===== src/rtl/pipeline_pkg.sv =====
// rtl/pipeline_pkg.sv - shared types and constants for the pipeline registers
// Used by the ID/EX, EX/MEM and MEM/WB registers.
package pipeline_pkg;

  localparam int PIPE_XLEN         = 64;
  localparam int ALU_CONTROL_WIDTH = 4;

  // ALU operation encodings; ADD is deliberately non-zero, so a bubble is not all-zero
  localparam logic [ALU_CONTROL_WIDTH-1:0] ALU_OP_AND = 4'b0000;
  localparam logic [ALU_CONTROL_WIDTH-1:0] ALU_OP_OR  = 4'b0001;
  localparam logic [ALU_CONTROL_WIDTH-1:0] ALU_OP_ADD = 4'b0010;
  localparam logic [ALU_CONTROL_WIDTH-1:0] ALU_OP_SUB = 4'b0110;
  localparam logic [ALU_CONTROL_WIDTH-1:0] ALU_OP_SLT = 4'b0111;

  typedef struct packed {
    logic                         reg_write;
    logic [1:0]                   result_src;  // 00 ALU, 01 memory, 10 PC+4
    logic                         mem_write;
    logic                         jump;
    logic                         branch;
    logic                         alu_src;     // 0 rs2, 1 immediate
    logic [ALU_CONTROL_WIDTH-1:0] alu_control;
    logic [2:0]                   funct3;
  } id_ex_ctrl_t;

  typedef struct packed {
    logic [PIPE_XLEN-1:0] rd1;
    logic [PIPE_XLEN-1:0] rd2;
    logic [PIPE_XLEN-1:0] pc;
    logic [PIPE_XLEN-1:0] pc_plus4;
    logic [PIPE_XLEN-1:0] imm_ext;
    logic [4:0]           rs1;
    logic [4:0]           rs2;
    logic [4:0]           rd;
  } id_ex_data_t;

  // Bubble: no architectural side effects, ALU idles on ADD
  localparam id_ex_ctrl_t ID_EX_CTRL_BUBBLE = '{
    reg_write:   1'b0,
    result_src:  2'b00,
    mem_write:   1'b0,
    jump:        1'b0,
    branch:      1'b0,
    alu_src:     1'b0,
    alu_control: ALU_OP_ADD,
    funct3:      3'b000
  };

endpackage


===== src/rtl/pipe_reg_en_clr.sv =====
// rtl/pipe_reg_en_clr.sv - pipeline register with enable and synchronous clear
// Ports: clk, rst (sync, active-high), en (load), clr (load CLR_VALUE), d, q.
// Priority: rst > clr > en; rst and clr both load CLR_VALUE.
module pipe_reg_en_clr #(
  parameter int               WIDTH     = 1,
  parameter logic [WIDTH-1:0] CLR_VALUE = '0
) (
  input  logic             clk,
  input  logic             rst,
  input  logic             en,
  input  logic             clr,
  input  logic [WIDTH-1:0] d,
  output logic [WIDTH-1:0] q
);

  always_ff @(posedge clk) begin
    if (rst) begin
      q <= CLR_VALUE;
    end else if (clr) begin
      q <= CLR_VALUE;
    end else if (en) begin
      q <= d;
    end
  end

endmodule


===== src/rtl/id_ex_register.sv =====
// rtl/id_ex_register.sv - Decode-to-Execute pipeline register with bubble counter
// Ports: clk, rst (sync, active-high); stall_e_i holds, flush_e_i loads a bubble;
// *_d_i decode control/data in, *_e_o registered copies out, valid_e_o,
// bubble_count_o saturating count of cycles with valid_e_o low.
module id_ex_register
  import pipeline_pkg::*;
#(
  parameter int XLEN      = 64,
  parameter int CNT_WIDTH = 32
) (
  input  logic                         clk,
  input  logic                         rst,
  input  logic                         stall_e_i,
  input  logic                         flush_e_i,
  input  logic                         valid_d_i,
  input  logic                         reg_write_d_i,
  input  logic [1:0]                   result_src_d_i,
  input  logic                         mem_write_d_i,
  input  logic                         jump_d_i,
  input  logic                         branch_d_i,
  input  logic                         alu_src_d_i,
  input  logic [ALU_CONTROL_WIDTH-1:0] alu_control_d_i,
  input  logic [2:0]                   funct3_d_i,
  input  logic [XLEN-1:0]              rd1_d_i,
  input  logic [XLEN-1:0]              rd2_d_i,
  input  logic [XLEN-1:0]              pc_d_i,
  input  logic [XLEN-1:0]              pc_plus4_d_i,
  input  logic [XLEN-1:0]              imm_ext_d_i,
  input  logic [4:0]                   rs1_d_i,
  input  logic [4:0]                   rs2_d_i,
  input  logic [4:0]                   rd_d_i,
  output logic                         valid_e_o,
  output logic                         reg_write_e_o,
  output logic [1:0]                   result_src_e_o,
  output logic                         mem_write_e_o,
  output logic                         jump_e_o,
  output logic                         branch_e_o,
  output logic                         alu_src_e_o,
  output logic [ALU_CONTROL_WIDTH-1:0] alu_control_e_o,
  output logic [2:0]                   funct3_e_o,
  output logic [XLEN-1:0]              rd1_e_o,
  output logic [XLEN-1:0]              rd2_e_o,
  output logic [XLEN-1:0]              pc_e_o,
  output logic [XLEN-1:0]              pc_plus4_e_o,
  output logic [XLEN-1:0]              imm_ext_e_o,
  output logic [4:0]                   rs1_e_o,
  output logic [4:0]                   rs2_e_o,
  output logic [4:0]                   rd_e_o,
  output logic [CNT_WIDTH-1:0]         bubble_count_o
);

  id_ex_ctrl_t          ctrl_d, ctrl_e;
  id_ex_data_t          data_d, data_e;
  logic                 valid_q;
  logic [CNT_WIDTH-1:0] bubble_cnt_q;

  // A non-valid slot must never write state or redirect fetch, whatever decode says
  assign ctrl_d = '{
    reg_write:   reg_write_d_i & valid_d_i,
    result_src:  result_src_d_i,
    mem_write:   mem_write_d_i & valid_d_i,
    jump:        jump_d_i & valid_d_i,
    branch:      branch_d_i & valid_d_i,
    alu_src:     alu_src_d_i,
    alu_control: alu_control_d_i,
    funct3:      funct3_d_i
  };

  assign data_d = '{
    rd1:      rd1_d_i,
    rd2:      rd2_d_i,
    pc:       pc_d_i,
    pc_plus4: pc_plus4_d_i,
    imm_ext:  imm_ext_d_i,
    rs1:      rs1_d_i,
    rs2:      rs2_d_i,
    rd:       rd_d_i
  };

  pipe_reg_en_clr #(
    .WIDTH     ($bits(id_ex_ctrl_t)),
    .CLR_VALUE (ID_EX_CTRL_BUBBLE)
  ) u_ctrl_reg (
    .clk (clk),
    .rst (rst),
    .en  (~stall_e_i),
    .clr (flush_e_i),
    .d   (ctrl_d),
    .q   (ctrl_e)
  );

  pipe_reg_en_clr #(
    .WIDTH     ($bits(id_ex_data_t)),
    .CLR_VALUE ('0)
  ) u_data_reg (
    .clk (clk),
    .rst (rst),
    .en  (~stall_e_i),
    .clr (flush_e_i),
    .d   (data_d),
    .q   (data_e)
  );

  always_ff @(posedge clk) begin
    if (rst) begin
      valid_q <= 1'b0;
    end else if (flush_e_i) begin
      valid_q <= 1'b0;
    end else if (!stall_e_i) begin
      valid_q <= valid_d_i;
    end
  end

  // Counts cycles Execute spends on a bubble, stalled or not; sticks at all-ones
  always_ff @(posedge clk) begin
    if (rst) begin
      bubble_cnt_q <= '0;
    end else if (!valid_q && (bubble_cnt_q != {CNT_WIDTH{1'b1}})) begin
      bubble_cnt_q <= bubble_cnt_q + CNT_WIDTH'(1);
    end
  end

  assign valid_e_o       = valid_q;
  assign reg_write_e_o   = ctrl_e.reg_write;
  assign result_src_e_o  = ctrl_e.result_src;
  assign mem_write_e_o   = ctrl_e.mem_write;
  assign jump_e_o        = ctrl_e.jump;
  assign branch_e_o      = ctrl_e.branch;
  assign alu_src_e_o     = ctrl_e.alu_src;
  assign alu_control_e_o = ctrl_e.alu_control;
  assign funct3_e_o      = ctrl_e.funct3;
  assign rd1_e_o         = data_e.rd1;
  assign rd2_e_o         = data_e.rd2;
  assign pc_e_o          = data_e.pc;
  assign pc_plus4_e_o    = data_e.pc_plus4;
  assign imm_ext_e_o     = data_e.imm_ext;
  assign rs1_e_o         = data_e.rs1;
  assign rs2_e_o         = data_e.rs2;
  assign rd_e_o          = data_e.rd;
  assign bubble_count_o  = bubble_cnt_q;

endmodule


===== config.mk =====
export PLATFORM = sky130hd
export DESIGN_NAME = id_ex_register
export DESIGN_NICKNAME = d
export VERILOG_FILES = /design/src/rtl/pipeline_pkg.sv /design/src/rtl/pipe_reg_en_clr.sv /design/src/rtl/id_ex_register.sv
export SDC_FILE = /design/constraint.sdc
export NUM_CORES = 1
export LEC_CHECK = 0
export CAP_MARGIN = 0
export CORE_AREA = 2 2 287 289
export CTS_BUF_LIST = sky130_fd_sc_hd__clkbuf_4 sky130_fd_sc_hd__clkbuf_8
export DETAILED_ROUTE_END_ITERATION = 10
export DIE_AREA = 0 0 289 291
export SLEW_MARGIN = 10
export SYNTH_ARGS = -nofsm -noshare
export SYNTH_HDL_FRONTEND = slang
export SYNTH_SLANG_ARGS = --single-unit

===== constraint.sdc =====
create_clock -name clk -period 2.3 [get_ports clk]
set_clock_uncertainty 0.2 [all_clocks]
set_input_delay 0.46 -clock clk [delete_from_list [all_inputs] [get_ports clk]]
set_output_delay 0.46 -clock clk [all_outputs]
set_load 0.01 [all_outputs]

==> out/metrics.cfg, run 1 <==
[status]
status=complete, no violations

[placement]
post-place-ws_ns=0.124
port_buffers=735
dp_hpwl_um=38600
place_congestion=0.794

[synthesis]
ys.flop_type=dfxtp_1
syn_inst=1320
synth_area_mm2=0.0138
postSynthAreaPerCell_um2=10.4
synth_warnings=0
synth_edf_count=0
synth_nets=1675
async_reset_ff_share_pct=0
synth.distinct_cells=46
synth_seq_cells=382
ys_seq_area_share_pct=55.6

[grt]
grt_pass1_vias=12300
grt.busiest_layer=met2
grt_util_met1_pct=12.7
use_met2_pct=19.7
grt_first_pass_wirelength_um=74300
met3_usage_pct=4.47
grt_max_degree=57
grt_antenna_before_repair=1
grt_overflow=0
grt_usage_pct=11.5

[timing]
hold_violations=0
worst_slew_pin_slew_ns=0.422
setup_ws_ns=0.0998
final.period_utilization_pct=95.7
slew_violations=0
fmax_mhz=455
relSlewSlack_pct=71.7
rsz0062_at_grt=no
fin_tns_setup_ns=0
min_period_ns=2.20
finalSetupViolCount=0

[critical_path]
startpoint=u_data_reg.q[234]$_SDFFE_PP0N_
worstPathMaxFanout=2
critPathBufInv=1
critPathRequiredTime_ns=1.64
path_delay_family=buffers and inverters
cp-start-kind=register
reg2reg_from=bubble_count_o[0]$_SDFFE_PP0P_
cpMaxStageDelayCell=clkdlybuf4s50_1
end_kind=output pin
worstPathCellList=clkdlybuf4s50_1
critPathArrivalTime_ns=1.54
crit_path_max_incr_delay_ns=0.58
crit_type=register to output pin

[power_and_ir_drop]
p_comb_share_pct=12.5
p_leak_nw=10.4
p_clk_share_pct=44.2
ir_drop_mv=0.334
power_density_mw_per_mm2=658
p_sw_share_pct=24.0
pwr-share-seq_pct=43.3
power.internal_mw=12.2
netSwitchingPower_mw=3.84

[floorplan]
core_mm2=0.0812
num_rows=105
die_h_um=291
dieArea_mm2=0.0841
io_pins=736
die_x_um=289
initial_core_util_pct=17.0

[clock_tree]
path_clk_slew_ns=0.06
cts_max_level=3
ctsHoldBuffers=0
root_buffer=clkbuf_8
cts_buffers=73
cts_tree=yes
clock_latency_ns=0.64
clock_sinks=382
cts_buffer_depth=3

[drt]
firstDrtPassIters=6
remaining_drc_errors=0
vias=12300
routed_wl_um=51000
viasPerCell=3.80
wire_per_inst_um=15.8
drtIter0Drc=347
antenna_left=0

[run]
max_cap_violations=0

[finish]
layout_common_cells=clkdlybuf4s50_1, dfxtp_1, nor2_1
area_growth_syn_to_layout_pct=76.9
layout_commonest_cell=clkdlybuf4s50_1
drive_above_1_share_pct=9.71
nets=2471
final_core_util_pct=30.0
fillers=8493

[hold_path]
min_from=stall_e_i
hold_path_class=input pin to register

## cell families after synthesis
group | after synthesis | synth area share [%]
XOR/XNOR | 9 | 0.573
flip-flops | 382 | 55.6
AO/OA/AOI/OAI | 54 | 2.49
AND/OR/NAND/NOR | 438 | 13.5
buffers and inverters | 91 | 2.66
multiplexers | 345 | 25.1
adder cells (fa/ha/maj) | 1 | 0.0909
## sequential cells by signal, summed over array words and instances, names as in the netlist
register and cells:
valid_e_o 1, u_data_reg.q 335, u_ctrl_reg.q 14, bubble_count_o 32
## synthesized netlist by cell type (all sizes together) (2+ instances only)
cell    count  area [um^2]
nor4        3         31.3
a21oi      21          105
a22oi       4         30.0
mux2i     344         3440
nor2      363         1360
and4        6         52.6
o31ai       8         60.1
or4         8         60.1
xor2        6         52.6
dfxtp     382         7650
o21ai       9         45.0
clkbuf     81          304
or2         2         12.5
nand4b      2         17.5
o211ai      2         20.0
and3        3         18.8
a31oi       3         18.8
nand3       9         45.0
inv         2         7.51
nand4      10         68.8
o31a        2         17.5
or3        10         62.6
nor3        4         36.3
nor2b       3         18.8
xnor2       3         26.3
nand2      11         41.3
buf         8         55.1
## stage by stage
stage	power, mW	instance area (um^2)	instances	hold WS (ns)
after detailed placement	9.12	22800	3110	0.254
after floorplan	7.82	13800	1320	0.304
after CTS	16.4	24300	3231	0.0535
final	16.0	24400	3233	0.136
after global routing	16.8	24300	3232	0.0743
after global placement	9.12	22800	3110	0.249
## power groups by stage
stage / clock, mW / combinational (mW) / sequential (mW)
2_1_floorplan: 0 / 0.651 / 7.17
3_3_place_gp: 0 / 2.04 / 7.07
3_5_place_dp: 0 / 2.04 / 7.08
4_1_cts: 7.40 / 2.04 / 6.94
5_1_grt: 7.67 / 2.15 / 6.96
6_report: 7.07 / 2.00 / 6.94
## layer usage
layer	part of all wire [%]	wire (um)
met1	40	20200
met3	9.2	4710
met2	48	24600
met4	2.9	1500
met5	0.025	13
## final cells by class
class                           count  area, um^2  area share, %
Sequential cell                   382        7650           31.4
Clock inverter                      8         100          0.411
Tap cell                         1070        1340           5.50
Timing Repair Buffer              810        8080           33.2
Multi-Input combinational cell    847        5760           23.6
Antenna cell                        1        2.50         0.0103
Inverter                            2        7.51         0.0308
Clock buffer                      113        1420           5.85
## worst register-to-register path: stages (launching register included)
cell and delay (ns):
dfxtp_1 0.34, ha_2 0.22, nand4_1 0.11, or3_1 0.39, nor3_4 0.36, buf_12 0.20, nor4_1 0.06, o21ba_2 0.19
## worst paths after layout
check | slack [ns] | endpoint | depth (start not counted)
min reg2reg | 0.27 | u_ctrl_reg.q[4]$_SDFFE_PP1N_ | 1
max reg2reg | 0.14 | bubble_count_o[23]$_SDFFE_PP0P_ | 7
min | 0.14 | u_data_reg.q[47]$_SDFFE_PP0N_ | 3
max | 0.1 | rd2_e_o[27] | 1
## repair_timing
action | in CTS | in global routing
gates resized for setup | 62 | 22
pin swaps | 0 | 3
endpoints found under the setup margin | 62 | 29
setup buffers | 0 | 1
gates cloned | 0 | 0
No activity file was read; power rests on OpenSTA's default activity.
==> run 2, diff against run 1 <==
- CORE_AREA: 2 2 287 289 -> 3 3 284 286
- DIE_AREA: 0 0 289 291 -> 0 0 287 289
- SYNTH_HIERARCHICAL: default -> 1
- clock period: 2.3 -> 2.7 ns (I/O delays scaled with it)
==> run 2 against run 1 <==
  * Final area up 0.25%
  * Synthesized cell count grew 0.76%
  * Register-to-register slack improved by 0.24 ns
  * Highest routed layer unchanged
==> out/metrics.cfg, run 2 <==
[synthesis]
synth_warnings=6  ; +6
synth_seq_cells=382  ; unchanged
yosysTopAreaCell=dfxtp_1
ys.flop_type=dfxtp_1
synth_area_mm2=0.0141  ; +2.7%
async_reset_ff_share_pct=0  ; unchanged
synth_most_common_cell=dfxtp_1
postSynthAreaPerCell_um2=10.6  ; +1.9%
ys_seq_area_share_pct=54.1  ; -1.5 points
syn_inst=1330  ; +0.76%
synth_top_area_share_pct=54.1  ; -1.5 points
synth_nets=1685  ; +0.60%
yosys-top-cells-area=dfxtp_1, mux2i_1, nor2_1
synth.distinct_cells=48  ; +4.3%
netlist_top_cells_count=dfxtp_1, nor2_1, mux2i_1
synth_edf_count=0  ; unchanged

[placement]
dpl-instance-area_mm2=0.0228  ; -0.21%
place_congestion=0.779  ; -1.9%
post-place-ws_ns=0.251  ; +0.126 ns
dp_cells=3081  ; -0.93%
dp_hpwl_um=41000  ; +6.2%
port_buffers=735  ; unchanged

[finish]
layout_common_cells=clkdlybuf4s50_1, dfxtp_1, nor2_1
fillers=8218  ; -3.2%
regMostFlops=u_data_reg/q
num_antenna_cells=0  ; -1
area_growth_syn_to_layout_pct=72.7
layout_commonest_cell=clkdlybuf4s50_1
largest_reg_flops=335  ; unchanged
final_core_util_pct=31.1  ; +1.1 points
nets=2462  ; -0.36%
fin_area_mm2=0.0244  ; +0.25%
fin_cells=3212  ; -0.65%
drive_above_1_share_pct=9.30  ; -0.42 points

[hold_path]
hold_path_class=register to register
min_from=u_data_reg/q[99]$_SDFFE_PP0P_
whs_path_depth=2  ; -1
hold_end=u_data_reg/q[99]$_SDFFE_PP0P_

[critical_path]
critPathArrivalTime_ns=1.74  ; +0.20 ns
worstPathMaxFanout=6  ; +4
reg2reg_from=bubble_count_o[0]$_SDFFE_PP0P_
crit_type=register to output pin
crit_path_max_incr_delay_ns=0.62  ; +0.04 ns
r2r_end=bubble_count_o[7]$_SDFFE_PP0P_
worstRegToRegCells=6  ; -1
critPathBufInv=1  ; unchanged
path_delay_family=buffers and inverters
r2r_setup_slack_ns=0.38  ; +0.24 ns
end_kind=output pin
critPathRequiredTime_ns=1.96  ; +0.32 ns
worstPathCellList=clkdlybuf4s50_1
cpMaxStageDelayCell=clkdlybuf4s50_1
cp-start-kind=register

[drt]
antenna_left=0  ; unchanged
viasPerCell=3.81  ; +0.37%
drtIter0Drc=415  ; +20%
routed_wl_um=53800  ; +5.4%
firstDrtPassIters=4  ; -2
vias=12200  ; -0.29%
remaining_drc_errors=0  ; unchanged
wire_per_inst_um=16.7  ; +6.1%

[timing]
slew_violations=0  ; unchanged
relSlewSlack_pct=67.6  ; -4.0 points
final.period_utilization_pct=91.9
finalSetupViolCount=0  ; unchanged
min_period_ns=2.48
whs_ns=0.288  ; +0.152 ns
fin_tns_setup_ns=0  ; unchanged
rsz0062_at_grt=no
setup_ws_ns=0.218  ; +0.118 ns
fmax_mhz=403
worst_slew_pin_slew_ns=0.485  ; +0.0636 ns
hold_violations=0  ; unchanged

[floorplan]
die_x_um=287  ; -0.69%
die_h_um=289  ; -0.69%
io_pins=736  ; unchanged
dieArea_mm2=0.0829  ; -1.4%
initial_core_util_pct=18.0  ; +1.0 points
core_mm2=0.0786  ; -3.2%
num_rows=103  ; -1.9%

[clock_tree]
root_buffer=clkbuf_8
clock_sinks=382  ; unchanged
path_clk_slew_ns=0.06  ; about the same
cts_tree=yes
cts_buffers=74  ; +1.4%
cts_buffer_depth=3  ; unchanged
ctsHoldBuffers=0  ; unchanged
cts_resized=1  ; -98%
clock_latency_ns=0.65  ; about the same
cts_max_level=3  ; unchanged
cts_setup_buffers=0  ; unchanged

[grt]
grt_max_degree=50  ; -12%
grt_first_pass_wirelength_um=77700  ; +4.6%
grt_pass1_vias=12400  ; +1.2%
grt_usage_pct=12.2  ; +0.72 points
grt_overflow=0  ; unchanged
grt_antenna_before_repair=3  ; +2

[power_and_ir_drop]
fin_total_pwr_mw=13.9  ; -13%
ir_drop_mv=0.443  ; +33%
p_leak_nw=9.74  ; -6.6%
power_density_mw_per_mm2=570  ; -13%

[run]
max_cap_violations=0  ; unchanged

[status]
status=complete, no violations

[run 2: cell types whose count changed after synthesis, moves of 4 or more]
| cell | change |
|---|---|
| clkbuf_1 | -69 |
| a22oi_1 | -4 |
| o31ai_1 | +4 |
| buf_4 | +26 |
| or4_1 | +6 |
| nor2_1 | -4 |
| mux2i_1 | +5 |
| buf_6 | +21 |
| buf_2 | +17 |
[run 2: cell type report]
type                    count  area [um^2]  area share, %
repair buffers            789         7980           32.7
inverters                   4         22.5         0.0923
clock inverters            13          201          0.825
clock buffers             118         1420           5.81
flip-flops and latches    382         7650           31.3
well taps                1050         1310           5.38
multi-input cells         856         5830           23.9
[run 2: tightest hold or removal path: stages, from the launching register on]
cell and delay [ns]:
dfxtp_1 0.32, mux2i_1 0.06, nor2_1 0.07
[run 2: worst max-delay path by stage]
stage          slack [ns]  cells after the start                             end                      startpoint
3_3_place_gp         0.28                      5  u_data_reg/q[332]$_SDFFE_PP0P_                       stall_e_i
6_report             0.22                      1               bubble_count_o[6]  bubble_count_o[6]$_SDFFE_PP0P_
5_1_grt              0.06                      1               bubble_count_o[6]  bubble_count_o[6]$_SDFFE_PP0P_
2_1_floorplan        0.62                      7  bubble_count_o[7]$_SDFFE_PP0P_  bubble_count_o[0]$_SDFFE_PP0P_
3_5_place_dp         0.25                      5  u_data_reg/q[320]$_SDFFE_PP0P_                       stall_e_i
4_1_cts              0.07                      1                      rd2_e_o[2]  u_data_reg/q[209]$_SDFFE_PP0P_
[run 2: cells by family after synthesis]
group / Yosys count / synth area share [%]
adders and majority gates: 1 / 0.0885
muxes: 352 / 25.0
and+or+nand+nor: 447 / 13.8
AOI/OAI and AO/OA: 51 / 2.08
DFF: 382 / 54.1
xor gates and xnor gates: 5 / 0.310
buffers and inverters: 92 / 4.65
[run 2: report_power, final]
part,total (mW),internal (mW),switching (mW),leakage (nW)
combinational,1.73,1.06,0.669,5.77
clock,6.27,3.64,2.63,0.852
sequential,5.92,5.82,0.0984,3.11
total,13.9,10.5,3.40,9.74
[run 2: layer usage]
layer,track usage [%],part of all wire [%],vias up
li1,-,-,6080
met1,12.8,37,5540
met2,21.1,48,513
met3,6.00,11,109
met4,4.54,3.5,2
met5,0,0.024,-
==> run 3, diff against run 2 <==
- PLACE_DENSITY: default -> 0.52
==> run 3 against run 2 <==
  * Power down 0.26%
  * Hold slack about the same
  * Via count rose by 2.6%
  * Clock power is essentially flat
  * Critical path depth unchanged
  * Cell count barely moved
  * Worst setup slack got worse by 0.0013 ns
  * Global-route usage increased by 0.086 points
  * Non-clock buffer count is the same
  * Die area unchanged
  * Maximum frequency barely moved
  * Sequential power about the same
  * Critical path type unchanged
  * Largest cell class unchanged
==> out/metrics.cfg, run 3 (synthesis results as in run 2) <==
[critical_path]
worstRegToRegCells=6  ; unchanged
path_delay_family=buffers and inverters
critPathRequiredTime_ns=1.96  ; about the same
critPathBufInv=1  ; unchanged
startpoint=bubble_count_o[16]$_SDFFE_PP0P_
critPathArrivalTime_ns=1.74  ; about the same
end_kind=output pin
worstPathMaxFanout=7  ; +1
cp-start-kind=register
r2r_end=bubble_count_o[26]$_SDFFE_PP0P_
worstPathCellList=clkdlybuf4s50_1
crit_type=register to output pin
cpMaxStageDelayCell=clkdlybuf4s50_1
path_depth=1  ; unchanged
r2r_setup_slack_ns=0.37  ; about the same
reg2reg_from=bubble_count_o[0]$_SDFFE_PP0P_
crit_path_max_incr_delay_ns=0.63  ; about the same

[drt]
routed_wl_um=54400  ; +1.2%
firstDrtPassIters=4  ; unchanged
vias=12600  ; +2.6%
antenna_left=0  ; unchanged
remaining_drc_errors=0  ; unchanged
drtIter0Drc=359  ; -13%
viasPerCell=3.91  ; +2.7%
wire_per_inst_um=16.9  ; +1.2%

[floorplan]
core_mm2=0.0786  ; unchanged
initial_core_util_pct=18.0  ; unchanged
num_rows=103  ; unchanged
die_x_um=287  ; unchanged
io_pins=736  ; unchanged
dieArea_mm2=0.0829  ; unchanged
die_h_um=289  ; unchanged

[clock_tree]
path_clk_slew_ns=0.06  ; about the same
cts_buffer_depth=3  ; unchanged
ctsHoldBuffers=0  ; unchanged
cts_max_level=3  ; unchanged
cts_resized=1  ; unchanged
cts_buffers=76  ; +2.7%
clock_sinks=382  ; unchanged
root_buffer=clkbuf_8
cts_tree=yes
clock_latency_ns=0.64  ; about the same
cts_setup_buffers=0  ; unchanged

[timing]
fin_tns_setup_ns=0  ; unchanged
hold_violations=0  ; unchanged
fmax_mhz=403  ; about the same
min_period_ns=2.48  ; +0.00133 ns
finalSetupViolCount=0  ; unchanged
worst_slew_pin_slew_ns=0.441  ; -0.0445 ns
slew_violations=0  ; unchanged
relSlewSlack_pct=70.3  ; +2.7 points
final.period_utilization_pct=92.0  ; about the same
rsz0062_at_grt=no

[grt]
use_met2_pct=21.8  ; +0.77 points
grt_antenna_before_repair=4  ; +1
grt_pass1_vias=13000  ; +4.6%
grt_usage_pct=12.3  ; +0.086 points
grt.busiest_layer=met2
grt_first_pass_wirelength_um=79400  ; +2.1%
met3_usage_pct=6.14  ; +0.14 points
grt_overflow=0  ; unchanged
grt_util_met1_pct=12.6  ; -0.23 points
grt_max_degree=62  ; +24%

[power_and_ir_drop]
fin_total_pwr_mw=13.9  ; -0.26%
p_leak_nw=9.72  ; -0.17%
ir_drop_mv=0.311  ; -30%
power_density_mw_per_mm2=570  ; about the same

[hold_path]
hold_path_class=register to register
whs_path_depth=2  ; unchanged
hold_end=u_data_reg/q[135]$_SDFFE_PP0P_
min_from=u_data_reg/q[135]$_SDFFE_PP0P_

[finish]
final_core_util_pct=31.0  ; -0.059 points
regMostFlops=u_data_reg/q
nets=2464  ; +0.081%
largest_reg_flops=335  ; unchanged
fillers=8134  ; -1.0%
layout_common_cells=clkdlybuf4s50_1, dfxtp_1, nor2_1
area_growth_syn_to_layout_pct=72.4
layout_commonest_cell=clkdlybuf4s50_1
drive_above_1_share_pct=9.21  ; -0.084 points

[placement]
place_congestion=0.807  ; +3.6%
port_buffers=735  ; unchanged
dp_hpwl_um=41400  ; +0.88%

[status]
status=complete, no violations

[run]
max_cap_violations=0  ; unchanged

[run 3: how the worst max path moves through the flow]
stage / to / slack, ns
2_1_floorplan: bubble_count_o[7]$_SDFFE_PP0P_ / 0.62
3_3_place_gp: u_data_reg/q[229]$_SDFFE_PP0P_ / 0.27
3_5_place_dp: u_data_reg/q[233]$_SDFFE_PP0P_ / 0.23
4_1_cts: bubble_count_o[3] / 0.10
5_1_grt: bubble_count_o[3] / 0.09
6_report: bubble_count_o[16] / 0.22
[run 3: metal layers]
layer | routed length, um | share of wire, % | up-vias
met3 | 6050 | 11 | 86
met5 | 40 | 0.074 | -
met4 | 1200 | 2.2 | 6
met2 | 27100 | 50 | 556
met1 | 20000 | 37 | 5858
li1 | - | - | 6061
[run 3: final cells by class]
type,count,area [um^2],area share (%)
Timing Repair Buffer,789,7940,32.6
Inverter,4,22.5,0.0924
Tap cell,1050,1310,5.39
Clock buffer,115,1410,5.78
Clock inverter,14,200,0.822
Multi-Input combinational cell,856,5830,23.9
Antenna cell,1,2.50,0.0103
Sequential cell,382,7650,31.4
[run 3: stage by stage]
| stage | hold slack (ns) | std cells | setup slack [ns] | instance area (um^2) |
|---|---|---|---|---|
| global route | 0.220 | 3211 | 0.0884 | 24400 |
| CTS | 0.197 | 3210 | 0.103 | 24400 |
| global placement | 0.271 | 3081 | 0.267 | 22800 |
| floorplan | 0.308 | 1330 | 0.622 | 14100 |
| detailed placement | 0.280 | 3081 | 0.226 | 22800 |
| finish | 0.288 | 3211 | 0.217 | 24400 |
[run 3: where the power goes]
group / internal (mW) / switching [mW]
registers: 5.82 / 0.101
clock network: 3.63 / 2.61
logic: 1.06 / 0.660
